===== src/rtl/bist_pkg.sv =====
// Shared types and helpers for the BIST response-analysis path of the 6:3 counter.
package bist_pkg;

  typedef enum logic [1:0] {
    S_IDLE    = 2'd0,
    S_RUN     = 2'd1,
    S_COMPARE = 2'd2,
    S_DONE    = 2'd3
  } bist_state_e;

  localparam int unsigned MISR_W_DEF    = 16;
  localparam logic [15:0] MISR_POLY_DEF = 16'h1021;

  function automatic logic [2:0] popcount6(input logic [5:0] v);
    logic [2:0] cnt;
    cnt = '0;
    for (int unsigned i = 0; i < 6; i++) begin
      cnt = cnt + {2'b00, v[i]};
    end
    return cnt;
  endfunction

endpackage


===== src/rtl/bist_misr.sv =====
// Galois-feedback MISR: synchronous seed load, enable-gated compaction of a small data word.
module bist_misr
  import bist_pkg::*;
#(
  parameter int unsigned          MISR_W = MISR_W_DEF,
  parameter int unsigned          DIN_W  = 3,
  parameter logic [MISR_W-1:0]    POLY   = MISR_POLY_DEF,
  parameter logic [MISR_W-1:0]    SEED   = '1
) (
  input  logic              clk,
  input  logic              rst,
  input  logic              i_load,
  input  logic              i_en,
  input  logic [DIN_W-1:0]  i_din,
  output logic [MISR_W-1:0] o_sig
);

  logic [MISR_W-1:0] r_sig;
  logic [MISR_W-1:0] w_next;

  always_comb begin
    w_next = (r_sig << 1) ^ (r_sig[MISR_W-1] ? POLY : '0) ^ MISR_W'(i_din);
  end

  always_ff @(posedge clk) begin
    if (rst || i_load) begin
      r_sig <= SEED;
    end else if (i_en) begin
      r_sig <= w_next;
    end
  end

  assign o_sig = r_sig;

endmodule


===== src/rtl/bist_response_analyzer.sv =====
// Checks each 6:3 counter result against a reference popcount, compacts results in a MISR,
// and reports a registered pass/fail verdict after NUM_PATTERNS valid samples.
module bist_response_analyzer
  import bist_pkg::*;
#(
  parameter int unsigned       NUM_PATTERNS = 64,
  parameter int unsigned       CNT_W        = 8,
  parameter int unsigned       MISR_W       = MISR_W_DEF,
  parameter logic [MISR_W-1:0] MISR_POLY    = MISR_POLY_DEF,
  parameter logic [MISR_W-1:0] MISR_SEED    = '1,
  parameter logic [MISR_W-1:0] GOLDEN_SIG   = '0
) (
  input  logic              clk,
  input  logic              rst,
  input  logic              start,
  input  logic              pat_valid,
  input  logic [5:0]        pattern,
  input  logic [2:0]        cut_sum,
  output logic              busy,
  output logic              done,
  output logic              pass,
  output logic [CNT_W-1:0]  err_cnt,
  output logic [CNT_W-1:0]  first_fail_idx,
  output logic              first_fail_vld,
  output logic [MISR_W-1:0] signature
);

  localparam logic [CNT_W-1:0] LAST_IDX = CNT_W'(NUM_PATTERNS - 1);

  bist_state_e      r_state;
  logic             r_busy;
  logic             r_done;
  logic             r_pass;
  logic             r_sig_match;
  logic [CNT_W-1:0] r_idx;
  logic [CNT_W-1:0] r_err;
  logic [CNT_W-1:0] r_ffi;
  logic             r_ffv;

  logic             w_start_ok;
  logic             w_sample;
  logic             w_mismatch;
  logic [MISR_W-1:0] w_sig;

  always_comb begin
    w_start_ok = start && (r_state == S_IDLE || r_state == S_DONE);
    w_sample   = pat_valid && (r_state == S_RUN);
    w_mismatch = (cut_sum != popcount6(pattern));
  end

  bist_misr #(
    .MISR_W (MISR_W),
    .DIN_W  (3),
    .POLY   (MISR_POLY),
    .SEED   (MISR_SEED)
  ) u_misr (
    .clk    (clk),
    .rst    (rst),
    .i_load (w_start_ok),
    .i_en   (w_sample),
    .i_din  (cut_sum),
    .o_sig  (w_sig)
  );

  always_ff @(posedge clk) begin
    if (rst) begin
      r_state     <= S_IDLE;
      r_busy      <= 1'b0;
      r_done      <= 1'b0;
      r_pass      <= 1'b0;
      r_sig_match <= 1'b0;
      r_idx       <= '0;
      r_err       <= '0;
      r_ffi       <= '0;
      r_ffv       <= 1'b0;
    end else begin
      case (r_state)
        S_IDLE, S_DONE: begin
          // The verdict registers one cycle after entering DONE; a start overrides it below.
          if (r_state == S_DONE) begin
            r_done <= 1'b1;
            r_pass <= r_sig_match && (r_err == '0);
          end
          if (start) begin
            r_state <= S_RUN;
            r_busy  <= 1'b1;
            r_done  <= 1'b0;
            r_pass  <= 1'b0;
            r_idx   <= '0;
            r_err   <= '0;
            r_ffi   <= '0;
            r_ffv   <= 1'b0;
          end
        end
        S_RUN: begin
          if (pat_valid) begin
            if (w_mismatch) begin
              if (r_err != '1) begin
                r_err <= r_err + 1'b1;
              end
              if (!r_ffv) begin
                r_ffi <= r_idx;
                r_ffv <= 1'b1;
              end
            end
            if (r_idx == LAST_IDX) begin
              r_state <= S_COMPARE;
            end else begin
              r_idx <= r_idx + 1'b1;
            end
          end
        end
        S_COMPARE: begin
          r_sig_match <= (w_sig == GOLDEN_SIG);
          r_state     <= S_DONE;
          r_busy      <= 1'b0;
        end
        default: begin
          r_state <= S_IDLE;
          r_busy  <= 1'b0;
        end
      endcase
    end
  end

  assign busy           = r_busy;
  assign done           = r_done;
  assign pass           = r_pass;
  assign err_cnt        = r_err;
  assign first_fail_idx = r_ffi;
  assign first_fail_vld = r_ffv;
  assign signature      = w_sig;

endmodule

===== config.mk =====
export PLATFORM = sky130hd
export DESIGN_NAME = bist_response_analyzer
export DESIGN_NICKNAME = d
export VERILOG_FILES = /design/src/rtl/bist_pkg.sv /design/src/rtl/bist_misr.sv /design/src/rtl/bist_response_analyzer.sv
export SDC_FILE = /design/constraint.sdc
export NUM_CORES = 1
export LEC_CHECK = 0
export CAP_MARGIN = 10
export CORE_AREA = 8 8 83 85
export CTS_CLUSTER_DIAMETER = 60
export CTS_CLUSTER_SIZE = 10
export DETAILED_ROUTE_END_ITERATION = 10
export DIE_AREA = 0 0 91 93
export PLACE_DENSITY = 0.8
export SLEW_MARGIN = 15
export SYNTH_ARGS = -nofsm -noshare
export SYNTH_HDL_FRONTEND = slang
export SYNTH_SLANG_ARGS = --single-unit

===== constraint.sdc =====
create_clock -name clk -period 3.3 [get_ports clk]
set_clock_uncertainty 0.1 [all_clocks]
set_input_delay 0.66 -clock clk [delete_from_list [all_inputs] [get_ports clk]]
set_output_delay 0.66 -clock clk [all_outputs]
set_load 0.005 [all_outputs]

==> run metrics, run 1 <==
DIE HEIGHT=93 um; most used cell, CP=fa_1; DR iter-0 viols=between 200 and 250; count of cell types in the netlist=48; Core Rows=28; GR peak layer=met2; vias in the first global route=2309; Startpoint Class=input port; Reg clk slew, reported paths=90 ps; max-cap violation count=0; wire per inst=14.80 um; Overflow after GRT=0; Critical Path End Type=flip-flop; first-pass GRT wire length=10620 um; Yosys top cell by area=dfxtp_1; DR vias/cell=roughly 5.7; port bufs=48; root buf cell=clkbuf_8; HPWL after detailed placement=4433 um; DRC errors left=0; Clock Latency Late Sink=310 ps; top cells by area, synth=dfxtp_1 (37%), nand2_1 (7.0%), nand4_1 (4.4%); TritonCTS clock tree=built; crit path kind=in -> reg; initial antenna violation count=0; clock buffer count from CTS=5; CTS Hold Bufs=0; worst vdd ir=approximately 300 uV; total power=between 0.0015 and 0.002 W; CP arrival=3410 ps; Slew HR=approximately 55%; core area=0.005675 mm^2; Hold Path Class=reg -> reg; mapped cell area=approximately 0.0026 mm^2; met2 Use GR=23.76%; FF+latch count, synth=47; GRT met1 Usage=between 10% and 20%; sequential fraction of the synthesis area=36.59%; H-tree levels=2; largest net degree at the start of global routing=23; fin cells=426; area grow syn2layout=25.11%; GRT Total Usage=between 10% and 20%; Top Ports=49; Leak Pwr=about 1.2 nW; Clock Path Buffers=2; power density over the cells=roughly 610 mW/mm^2; # nets final=374; Crit path largest cell delay=520 ps; Avg Cell Area, Syn=8.163 um^2; unrepaired setup endpoints after global routing=yes; final max-slew violation count=0; Post-Syn Nets=339; final worst path period share=99.58%; worst path buffer plus inverter count=5; final hold vios=0; initial core utilization=45.30%; DR pass1 iterations=4; met3 usage=4.968%; proportion of netlist area held by the largest area contributor=36.59%; Routability Congestion=roughly 0.87; total routed wirelength=6303 um; Sink Count=47; layout cells sized above 1=11.40%; Slew @ Worst Pin=671.1 ps; Final Setup Violations=0; WP data required=3420 ps; CP max-delay cell=fa_1; Mapped Cells=315; crit-path cells=buf_6 -> fa_1 -> inv_1 -> fa_1 -> inv_1 -> ha_2 -> fa_1 -> xnor2_2 -> buf_4 -> nand4_1 -> buf_6 -> nand4_1 -> a31oi_1; status=complete, no violations; Vias=2419; die area=0.008463 mm^2; min Tclk post-route=3286 ps; Routed Antenna Nets=0; n_diodes=0; placed cell count=413; CP max FO=16; yosys warns=0; Die Wd=91 um; FMAX=304.3 MHz; Layout Utilization=56.68%; cell family with most CP delay=adder cells
==> worst min-delay path, delay by kind of cell (launching register included) <==
family / cells / cell delay [ps]
AND/OR/NAND/NOR: 1 / 50
flip-flops: 1 / 320
AO/OA/AOI/OAI: 1 / 70
==> routing by layer <==
layer  wire length [um]  part of all wire (%)  vias up
met4                 80                   1.3        0
li1                   -                     -     1192
met1               2804                    44     1145
met5                  0                     0        -
met3                497                   7.9        8
met2               2921                    46       74
==> cells in the final DEF, fill, tap and decap left out, drive strengths merged, types with 2 or more instances in the layout <==
cell	synthesis	routed
nand2	48	48
dfxtp	47	47
clkdlybuf4s50	0	45
nand3	19	19
nand4	18	18
a31oi	14	14
inv	11	13
buf	19	13
nor2	12	12
o21ai	12	12
a21oi	10	10
o31ai	9	9
ha	8	8
xnor2	8	8
nor4	7	7
nor3	7	7
o211ai	6	6
nor2b	6	6
mux2i	5	5
clkbuf	13	5
or3	5	5
and4	2	4
or4	4	4
and2	4	4
fa	3	3
a21boi	3	3
mux2	2	2
nor4b	2	2
nand3b	2	2
and3	2	2
==> synthesized netlist by cell type, drive strengths merged <==
| cell type | count |
|---|---|
| nand2 | 48 |
| dfxtp | 47 |
| buf | 19 |
| nand3 | 19 |
| nand4 | 18 |
| a31oi | 14 |
| clkbuf | 13 |
| nor2 | 12 |
| o21ai | 12 |
| inv | 11 |
| a21oi | 10 |
| o31ai | 9 |
| ha | 8 |
| xnor2 | 8 |
| nor3 | 7 |
| nor4 | 7 |
| nor2b | 6 |
| o211ai | 6 |
| mux2i | 5 |
| or3 | 5 |
| and2 | 4 |
| or4 | 4 |
| a21boi | 3 |
| fa | 3 |
| and3 | 2 |
| and4 | 2 |
| mux2 | 2 |
| nand3b | 2 |
| nor4b | 2 |
| a211oi | 1 |
| and3b | 1 |
| and4bb | 1 |
| nand2b | 1 |
| nand4b | 1 |
| o21a | 1 |
| o21bai | 1 |
==> area by class of cell <==
| type | count | area [um^2] |
|---|---|---|
| Clock buffer | 5 | 68.82 |
| Tap cell | 75 | 93.84 |
| Clock inverter | 3 | 22.52 |
| Sequential cell | 47 | 940.9 |
| Timing Repair Buffer | 58 | 573.1 |
| Multi-Input combinational cell | 227 | 1476 |
| Fill cell | 525 | 2459 |
| Inverter | 11 | 41.29 |
==> path summary, 6_finish.rpt <==
check        startpoint    endpoint  slack, ps  cells after the start
max          pattern[1]  err_cnt[4]         10                     13
min                pass        pass        370                      2
max reg2reg  r_state[0]  err_cnt[1]        920                      7
min reg2reg        pass        pass        370                      2
==> power breakdown <==
part / leakage (nW) / switching [W] / total (W) / internal (W)
Sequential: 0.381 / 0.0000794 / 0.000713 / 0.000634
Combinational: 0.750 / 0.000517 / 0.000871 / 0.000354
Clock: 0.0489 / 0.000216 / 0.000369 / 0.000154
Total: 1.18 / 0.000812 / 0.00195 / 0.00114
==> through the flow <==
step	hold WS, ps	setup TNS [ps]	cell area (um^2)	worst slack, ps
floorplan	351.8	-1172	2606	-142.3
global placement	355.2	-7950	3027	-550.8
detailed placement	366.9	-9787	3027	-655.4
CTS	379.6	-108.6	3189	-108.0
global route	419.6	-679.5	3217	-84.04
finish	372.3	0	3217	13.79
==> cell families (layout without fill, tap and decap cells) <==
logic type,count (synthesis),in the layout,share of synthesized area [%]
compound gates,57,57,13.97
xor+xnor,8,8,2.725
fa+ha+maj,11,11,6.229
buf+inv,43,77,8.515
flops,47,47,36.59
mux,7,7,2.822
simple gates,142,144,29.15
==> flip-flops by register name, summed over array words and instances, names as in the netlist <==
register,cells
busy,1
done,1
err_cnt,8
first_fail_idx,8
first_fail_vld,1
pass,1
r_idx,8
r_sig_match,1
r_state,2
u_misr.o_sig,16
==> what timing repair did <==
action	4_1_cts	5_1_grt
setup endpoints to repair	17	16
gates resized for setup	20	7
setup buffers	3	0
pin swaps	9	10
cloned	2	0
Power figures use the tool's default switching activity.
==> inputs of run 2 (changes only) <==
Settings changed: ABC_CLOCK_PERIOD_IN_PS from default to 3300.
==> results of run 2 <==
The final DEF is identical to that of run 1; final timing and power are the same.
